--- src/rtl/pipe_hazard_ctrl_pkg.sv ---
// Shared types and constants for the pipeline hazard controller.
// Optional macro HAZARD_FWD_EN selects the load-use-only hazard check.
package pipe_ctrl_pkg;

  localparam int SB_DEPTH = 3;
  // Scoreboard destinations are stored zero-extended; supports REG_ADDR_W up to 8.
  localparam int SB_DST_W = 8;

  localparam logic [31:0] NOP_INSTR = 32'h0000_0013;

  typedef enum logic {
    RUN   = 1'b0,
    FLUSH = 1'b1
  } hz_state_t;

  typedef struct packed {
    logic                valid;
    logic [SB_DST_W-1:0] dst;
    logic                is_load;
  } sb_entry_t;

  localparam sb_entry_t SB_EMPTY = '{valid: 1'b0, dst: {SB_DST_W{1'b0}}, is_load: 1'b0};

  function automatic logic src_hit(input logic [SB_DST_W-1:0] src,
                                   input logic                used,
                                   input sb_entry_t           ent);
    return used & ent.valid & (src == ent.dst);
  endfunction

endpackage

--- src/rtl/pipe_hazard_ctrl_scoreboard.sv ---
// In-flight destination scoreboard (EXE, MEM, WB slots) with RAW match logic.
// HAZARD_FWD_EN reduces the match to a load-use check on the EXE slot.
module hazard_scoreboard
  import pipe_ctrl_pkg::*;
#(
  parameter int REG_ADDR_W = 4
) (
  input  logic                  clk,
  input  logic                  rst,
  input  logic                  insert_en,
  input  logic [REG_ADDR_W-1:0] ins_dst,
  input  logic                  ins_is_load,
  input  logic                  id_valid,
  input  logic [REG_ADDR_W-1:0] src1_addr,
  input  logic [REG_ADDR_W-1:0] src2_addr,
  input  logic [REG_ADDR_W-1:0] src3_addr,
  input  logic [2:0]            src_used,
  output logic                  hazard
);

  sb_entry_t           sb_r [SB_DEPTH];
  logic [SB_DST_W-1:0] src_ext_s [3];
  logic                hit_any_s;

  // Shift register: sb_r[0]=EXE, sb_r[1]=MEM, sb_r[2]=WB; a non-insert loads a bubble
  always_ff @(posedge clk) begin
    if (rst) begin
      for (int k = 0; k < SB_DEPTH; k++) begin
        sb_r[k] <= SB_EMPTY;
      end
    end else begin
      for (int k = SB_DEPTH - 1; k > 0; k--) begin
        sb_r[k] <= sb_r[k-1];
      end
      sb_r[0] <= insert_en ? '{valid: 1'b1, dst: SB_DST_W'(ins_dst), is_load: ins_is_load}
                           : SB_EMPTY;
    end
  end

  // Source-versus-slot match
  always_comb begin
    src_ext_s[0] = SB_DST_W'(src1_addr);
    src_ext_s[1] = SB_DST_W'(src2_addr);
    src_ext_s[2] = SB_DST_W'(src3_addr);
    hit_any_s    = 1'b0;
    for (int i = 0; i < 3; i++) begin
`ifdef HAZARD_FWD_EN
      hit_any_s = hit_any_s | (src_hit(src_ext_s[i], src_used[i], sb_r[0]) & sb_r[0].is_load);
`else
      for (int k = 0; k < SB_DEPTH; k++) begin
        hit_any_s = hit_any_s | src_hit(src_ext_s[i], src_used[i], sb_r[k]);
      end
`endif
    end
  end

  assign hazard = id_valid & hit_any_s;

endmodule

--- src/rtl/pipe_hazard_ctrl.sv ---
// Hazard and sequencing controller: RAW stalls, branch flush FSM, stall counter.
// Build option HAZARD_FWD_EN (see hazard_scoreboard) assumes EXE/MEM forwarding.
module pipe_hazard_ctrl
  import pipe_ctrl_pkg::*;
#(
  parameter int ARQ          = 16,
  parameter int REG_ADDR_W   = 4,
  parameter int FLUSH_CYCLES = 2
) (
  input  logic                  clk,
  input  logic                  rst,
  input  logic                  id_valid,
  input  logic [REG_ADDR_W-1:0] id_src1_addr,
  input  logic [REG_ADDR_W-1:0] id_src2_addr,
  input  logic [REG_ADDR_W-1:0] id_src3_addr,
  input  logic [2:0]            id_src_used,
  input  logic [REG_ADDR_W-1:0] id_dst_addr,
  input  logic                  id_wb_en,
  input  logic                  id_is_load,
  input  logic                  branch_taken,
  output logic                  pc_en,
  output logic                  ifid_stop,
  output logic                  ifid_flush,
  output logic                  idexe_bubble,
  output logic [ARQ-1:0]        stall_count
);

  localparam int             CNT_W        = 3;
  localparam logic           FLUSH_MULTI  = (FLUSH_CYCLES > 1) ? 1'b1 : 1'b0;
  localparam logic [CNT_W-1:0] FLUSH_RELOAD =
    (FLUSH_CYCLES > 1) ? CNT_W'(FLUSH_CYCLES - 2) : {CNT_W{1'b0}};
  localparam logic [ARQ-1:0] STALL_MAX    = {ARQ{1'b1}};

  hz_state_t        state_r, state_nxt_s;
  logic [CNT_W-1:0] flush_cnt_r, flush_cnt_nxt_s;
  logic [ARQ-1:0]   stall_count_r;
  logic             hazard_s, flush_now_s, insert_en_s, stall_inc_s;

  assign flush_now_s = branch_taken | (state_r == FLUSH);
  assign insert_en_s = id_valid & id_wb_en & ~hazard_s & ~flush_now_s;

  hazard_scoreboard #(
    .REG_ADDR_W (REG_ADDR_W)
  ) u_scoreboard (
    .clk         (clk),
    .rst         (rst),
    .insert_en   (insert_en_s),
    .ins_dst     (id_dst_addr),
    .ins_is_load (id_is_load),
    .id_valid    (id_valid),
    .src1_addr   (id_src1_addr),
    .src2_addr   (id_src2_addr),
    .src3_addr   (id_src3_addr),
    .src_used    (id_src_used),
    .hazard      (hazard_s)
  );

  // State, flush counter and saturating stall counter
  always_ff @(posedge clk) begin
    if (rst) begin
      state_r       <= RUN;
      flush_cnt_r   <= {CNT_W{1'b0}};
      stall_count_r <= {ARQ{1'b0}};
    end else begin
      state_r     <= state_nxt_s;
      flush_cnt_r <= flush_cnt_nxt_s;
      if (stall_inc_s && (stall_count_r != STALL_MAX)) begin
        stall_count_r <= stall_count_r + {{(ARQ-1){1'b0}}, 1'b1};
      end
    end
  end

  // Flush sequencing; a branch inside FLUSH restarts the window
  always_comb begin
    state_nxt_s     = state_r;
    flush_cnt_nxt_s = flush_cnt_r;
    case (state_r)
      RUN: begin
        if (branch_taken && FLUSH_MULTI) begin
          state_nxt_s     = FLUSH;
          flush_cnt_nxt_s = FLUSH_RELOAD;
        end else begin
          state_nxt_s = RUN;
        end
      end
      FLUSH: begin
        if (branch_taken) begin
          flush_cnt_nxt_s = FLUSH_RELOAD;
        end else if (flush_cnt_r == {CNT_W{1'b0}}) begin
          state_nxt_s = RUN;
        end else begin
          flush_cnt_nxt_s = flush_cnt_r - {{(CNT_W-1){1'b0}}, 1'b1};
        end
      end
      default: begin
        state_nxt_s     = RUN;
        flush_cnt_nxt_s = {CNT_W{1'b0}};
      end
    endcase
  end

  // Control decode: reset, then flush, then stall
  always_comb begin
    pc_en        = 1'b1;
    ifid_stop    = 1'b0;
    ifid_flush   = 1'b0;
    idexe_bubble = 1'b0;
    stall_inc_s  = 1'b0;
    if (rst) begin
      pc_en        = 1'b0;
      ifid_flush   = 1'b1;
      idexe_bubble = 1'b1;
    end else if (flush_now_s) begin
      ifid_flush   = 1'b1;
      idexe_bubble = 1'b1;
    end else if (hazard_s) begin
      pc_en        = 1'b0;
      ifid_stop    = 1'b1;
      idexe_bubble = 1'b1;
      stall_inc_s  = 1'b1;
    end else begin
      pc_en = 1'b1;
    end
  end

  assign stall_count = stall_count_r;

endmodule
--- config.mk ---
export PLATFORM = sky130hd
export DESIGN_NAME = pipe_hazard_ctrl
export DESIGN_NICKNAME = d
export VERILOG_FILES = /design/src/rtl/pipe_hazard_ctrl_pkg.sv /design/src/rtl/pipe_hazard_ctrl_scoreboard.sv /design/src/rtl/pipe_hazard_ctrl.sv
export SDC_FILE = /design/constraint.sdc
export NUM_CORES = 1
export LEC_CHECK = 0
export BUFFER_PORTS_ARGS = -buffer_cell sky130_fd_sc_hd__buf_2
export CORE_MARGIN = 5
export CORE_UTILIZATION = 51
export CTS_BUF_LIST = sky130_fd_sc_hd__clkbuf_8
export DETAILED_ROUTE_END_ITERATION = 8
export PLACE_DENSITY = 0.78
export SETUP_SLACK_MARGIN = 0.2
export SYNTH_ARGS = -nofsm -noshare
export SYNTH_HDL_FRONTEND = slang
export SYNTH_SLANG_ARGS = --single-unit
--- constraint.sdc ---
create_clock -name clk -period 1.95 [get_ports clk]
set_clock_uncertainty 0.15 [all_clocks]
set_input_delay 0.195 -clock clk [delete_from_list [all_inputs] [get_ports clk]]
set_output_delay 0.195 -clock clk [all_outputs]
set_load 0.01 [all_outputs]
==> summary.md <==
| Metric | Value |
|---|---|
| Slew HR | 0.726 |
| Most frequent cells in the layout | buf_2 (41), buf_4 (32), xor2_1 (20), nor2b_1 (20), nor2_1 (20) |
| Setup TNS | -7890 ps |
| Vias in the first global route | 2114 |
| Area Growth Syn to Fin | 54.9% |
| Core Util, Final | 0.810 |
| Post-placement setup slack | -329 ps |
| Ys flop type | dfxtp_1 |
| H-tree Lvls | 2 |
| #FFs+latches synth | 35 |
| Final worst setup slack | -520 ps |
| Max Clk Rate | 405 MHz |
| Diode count | 0 |
| Fin crit share | 1.27 |
| Top Ports | 45 |
| Max-cap viol count | 0 |
| Critical path's top delay family | compound AO/OA/AOI/OAI gates |
| GRT overflow | 0 |
| Avg Vias per Cell | 5.65 |
| Final Max Slew Viols | 0 |
| Leak | 0.00140 uW |
| Clk pwr share | 0.362 |
| Setup Viol. Count Final | 24 |
| Die height | 74.0 um |
| Initial core utilization | 0.523 |
| Max VDD drop | 349 uV |
| Core area | 0.00400 mm^2 |
| Clock-pin slew on the worst setup and hold paths | 70 ps |
| Sequential area share after synthesis | 0.335 |
| Critical path buffer and inverter count | 3 |
| Global-route wire length before repair | 9.69 mm |
| Die W | 74.0 um |
| Via count | 2072 |
| Clock latency on the worst-skew pair | 290 ps |
| TritonCTS clock tree | yes |
| Critical Path Start Type | flop |
| Cell count after placement | 341 |
| Net Sw Power | 369 uW |
| Largest net degree at the start of global routing | 41 |
| Drt first-iter violations | 139 |
| ANT nets after route | 0 |
| Critical path fanouts, max | 3 |
| Element type at the critical path end | output port |
| Row count | 23 |
| Initial antenna violation count | 0 |
| Hold WS | 13.6 ps |
| Clock root cell | clkbuf_8 |
| Layout Nets | 344 |
| CP Data Arrival Time | 2130 ps |
| Cells after synthesis | 225 |
| Total GRT Usage | 0.235 |
| Cell variety after synth | 47 |
| Worst-path cell chain | inv_4, a22oi_2, o2111ai_2, nor4_2, nor4b_4, buf_4, o41a_1, buf_2 |
| Residual DRC | 0 |
| Least-Margin Pin Slew | 410 ps |
| Worst Setup Path Type | flop to output port |
| Average size of a mapped cell | 9.30 um^2 |
| TritonRoute pass-1 iters | 4 |
| Failing checks | setup timing |
| Sequential power share | 0.513 |
| CTS buffer count | 5 |
| Die footprint | 0.00548 mm^2 |
| Post-route minimum period | 2470 ps |
| Sink Count | 35 |
| Fin. Hold Viols | 0 |
| Combinational power share | 0.125 |
| Power Density | 429 mW/mm^2 |
| Layout cells sized above 1 | 0.533 |
| RSZ-0062 raised after global routing | true |
| Number of synthesized flops with an enable pin | 0 |
| Routed wire length | 6.63 mm |
| Bufs on Longest Clock Path | 2 |
| Detailed placement HPWL | 3.82 mm |
| Max incr delay on CP | 380 ps |
| Finished Layout Cells | 367 |
| CP max stage cell | dfxtp_4 |
| Synth warn | 0 |
| Mapped Area | 0.00209 mm^2 |
| WL/cell | 18.1 um |
| Worst min-delay path class | primary input to flop |
| Async S/R FF share, synth | 0 |
| Worst EP required | 1600 ps |
| Switching share of power | 0.266 |
| Commonest non-fill, non-tap cell in the layout | buf_2 |
| Synthesized Nets | 253 |
| Internal power | 1020 uW |
| Outcome | finished, violations left |
| Gpl congestion | 0.909 |
| Port Buffers | 43 |
## cell usage after synthesis (2+ instances only)
cell type	count	area share
a2111oi_0	2	0.0084
and2_1	4	0.012
and3_1	3	0.0090
buf_6	2	0.011
clkbuf_1	4	0.0072
dfxtp_1	35	0.33
ha_1	3	0.018
inv_1	9	0.016
mux2_1	5	0.027
mux2_4	6	0.043
nand2_1	5	0.0090
nand3_1	11	0.026
nand4_1	9	0.027
nor2_1	21	0.038
nor2b_1	21	0.063
nor3_1	6	0.014
nor3_2	5	0.024
nor4_1	5	0.015
nor4b_1	2	0.0084
o21ai_0	2	0.0048
o311ai_1	3	0.013
o31ai_1	2	0.0072
o41ai_1	3	0.013
or2_2	2	0.0060
xnor2_1	9	0.038
xor2_1	25	0.10
## metrics by stage
stage	power [uW]	cell area, um^2
after global placement	870	2630
final	1390	3240
after floorplan	806	2170
after detailed placement	873	2630
after global routing	1440	3240
after CTS	1370	3030
## flip-flops by register name, indices dropped and copies added, names as in the netlist
name	flops
state_r	1
flush_cnt_r	3
u_scoreboard.sb_r	15
stall_count	16
## cell families (layout without fill, tap and decap cells)
logic type               count (synthesis)  after routing  synth area share
AND/OR/NAND/NOR                        104            104             0.312
flip-flops                              35             35             0.335
XOR/XNOR                                34             34             0.142
AO/OA/AOI/OAI                           20             20            0.0808
buffers and inverters                   18            110            0.0419
multiplexers                            11             11            0.0700
adder cells (fa/ha/maj)                  3              3            0.0179
## power by group through the flow
| stage | combinational (uW) | clock, uW | sequential (uW) |
|---|---|---|---|
| global route | 187 | 540 | 712 |
| CTS | 158 | 499 | 718 |
| finish | 174 | 504 | 712 |
| floorplan | 70.7 | 0 | 735 |
| global placement | 134 | 0 | 736 |
| detailed placement | 137 | 0 | 737 |
## worst paths after layout
check	to	slack [ps]	start	cells after the start
max reg2reg	stall_count[15]$_SDFFE_PP0P_	-510	u_scoreboard.sb_r[0][4]$_SDFF_PP0_	10
min reg2reg	u_scoreboard.sb_r[0][22]$_SDFF_PP0_	360	u_scoreboard.sb_r[0][12]$_SDFF_PP0_	1
max	pc_en	-520	u_scoreboard.sb_r[0][4]$_SDFF_PP0_	8
min	flush_cnt_r[2]$_SDFFE_PP0P_	10	branch_taken	2
## layout make-up
type	instances	area [um^2]
fillers	210	759
inverters	10	40.0
flip-flops and latches	35	746
multi-input cells	172	1630
clock buffers	5	68.8
well taps	50	62.6
repair buffers	92	683
clock inverters	3	12.5
## routing by layer
layer | GRT usage | routed length, um | up-vias
li1 | - | - | 980
met1 | 0.263 | 2610 | 1006
met3 | 0.0581 | 373 | 15
met2 | 0.413 | 3490 | 71
met5 | 0 | 0 | -
met4 | 0.115 | 153 | 0
## what timing repair did
action | 4_1_cts | 5_1_grt
gates cloned | 1 | 0
buffers inserted | 5 | 8
setup endpoints to repair | 24 | 26
hold buffers | 4 | 0
endpoints found under the hold margin | 4 | 0
pin swaps | 19 | 16
resized for setup | 38 | 31
Power figures use the tool's default switching activity.
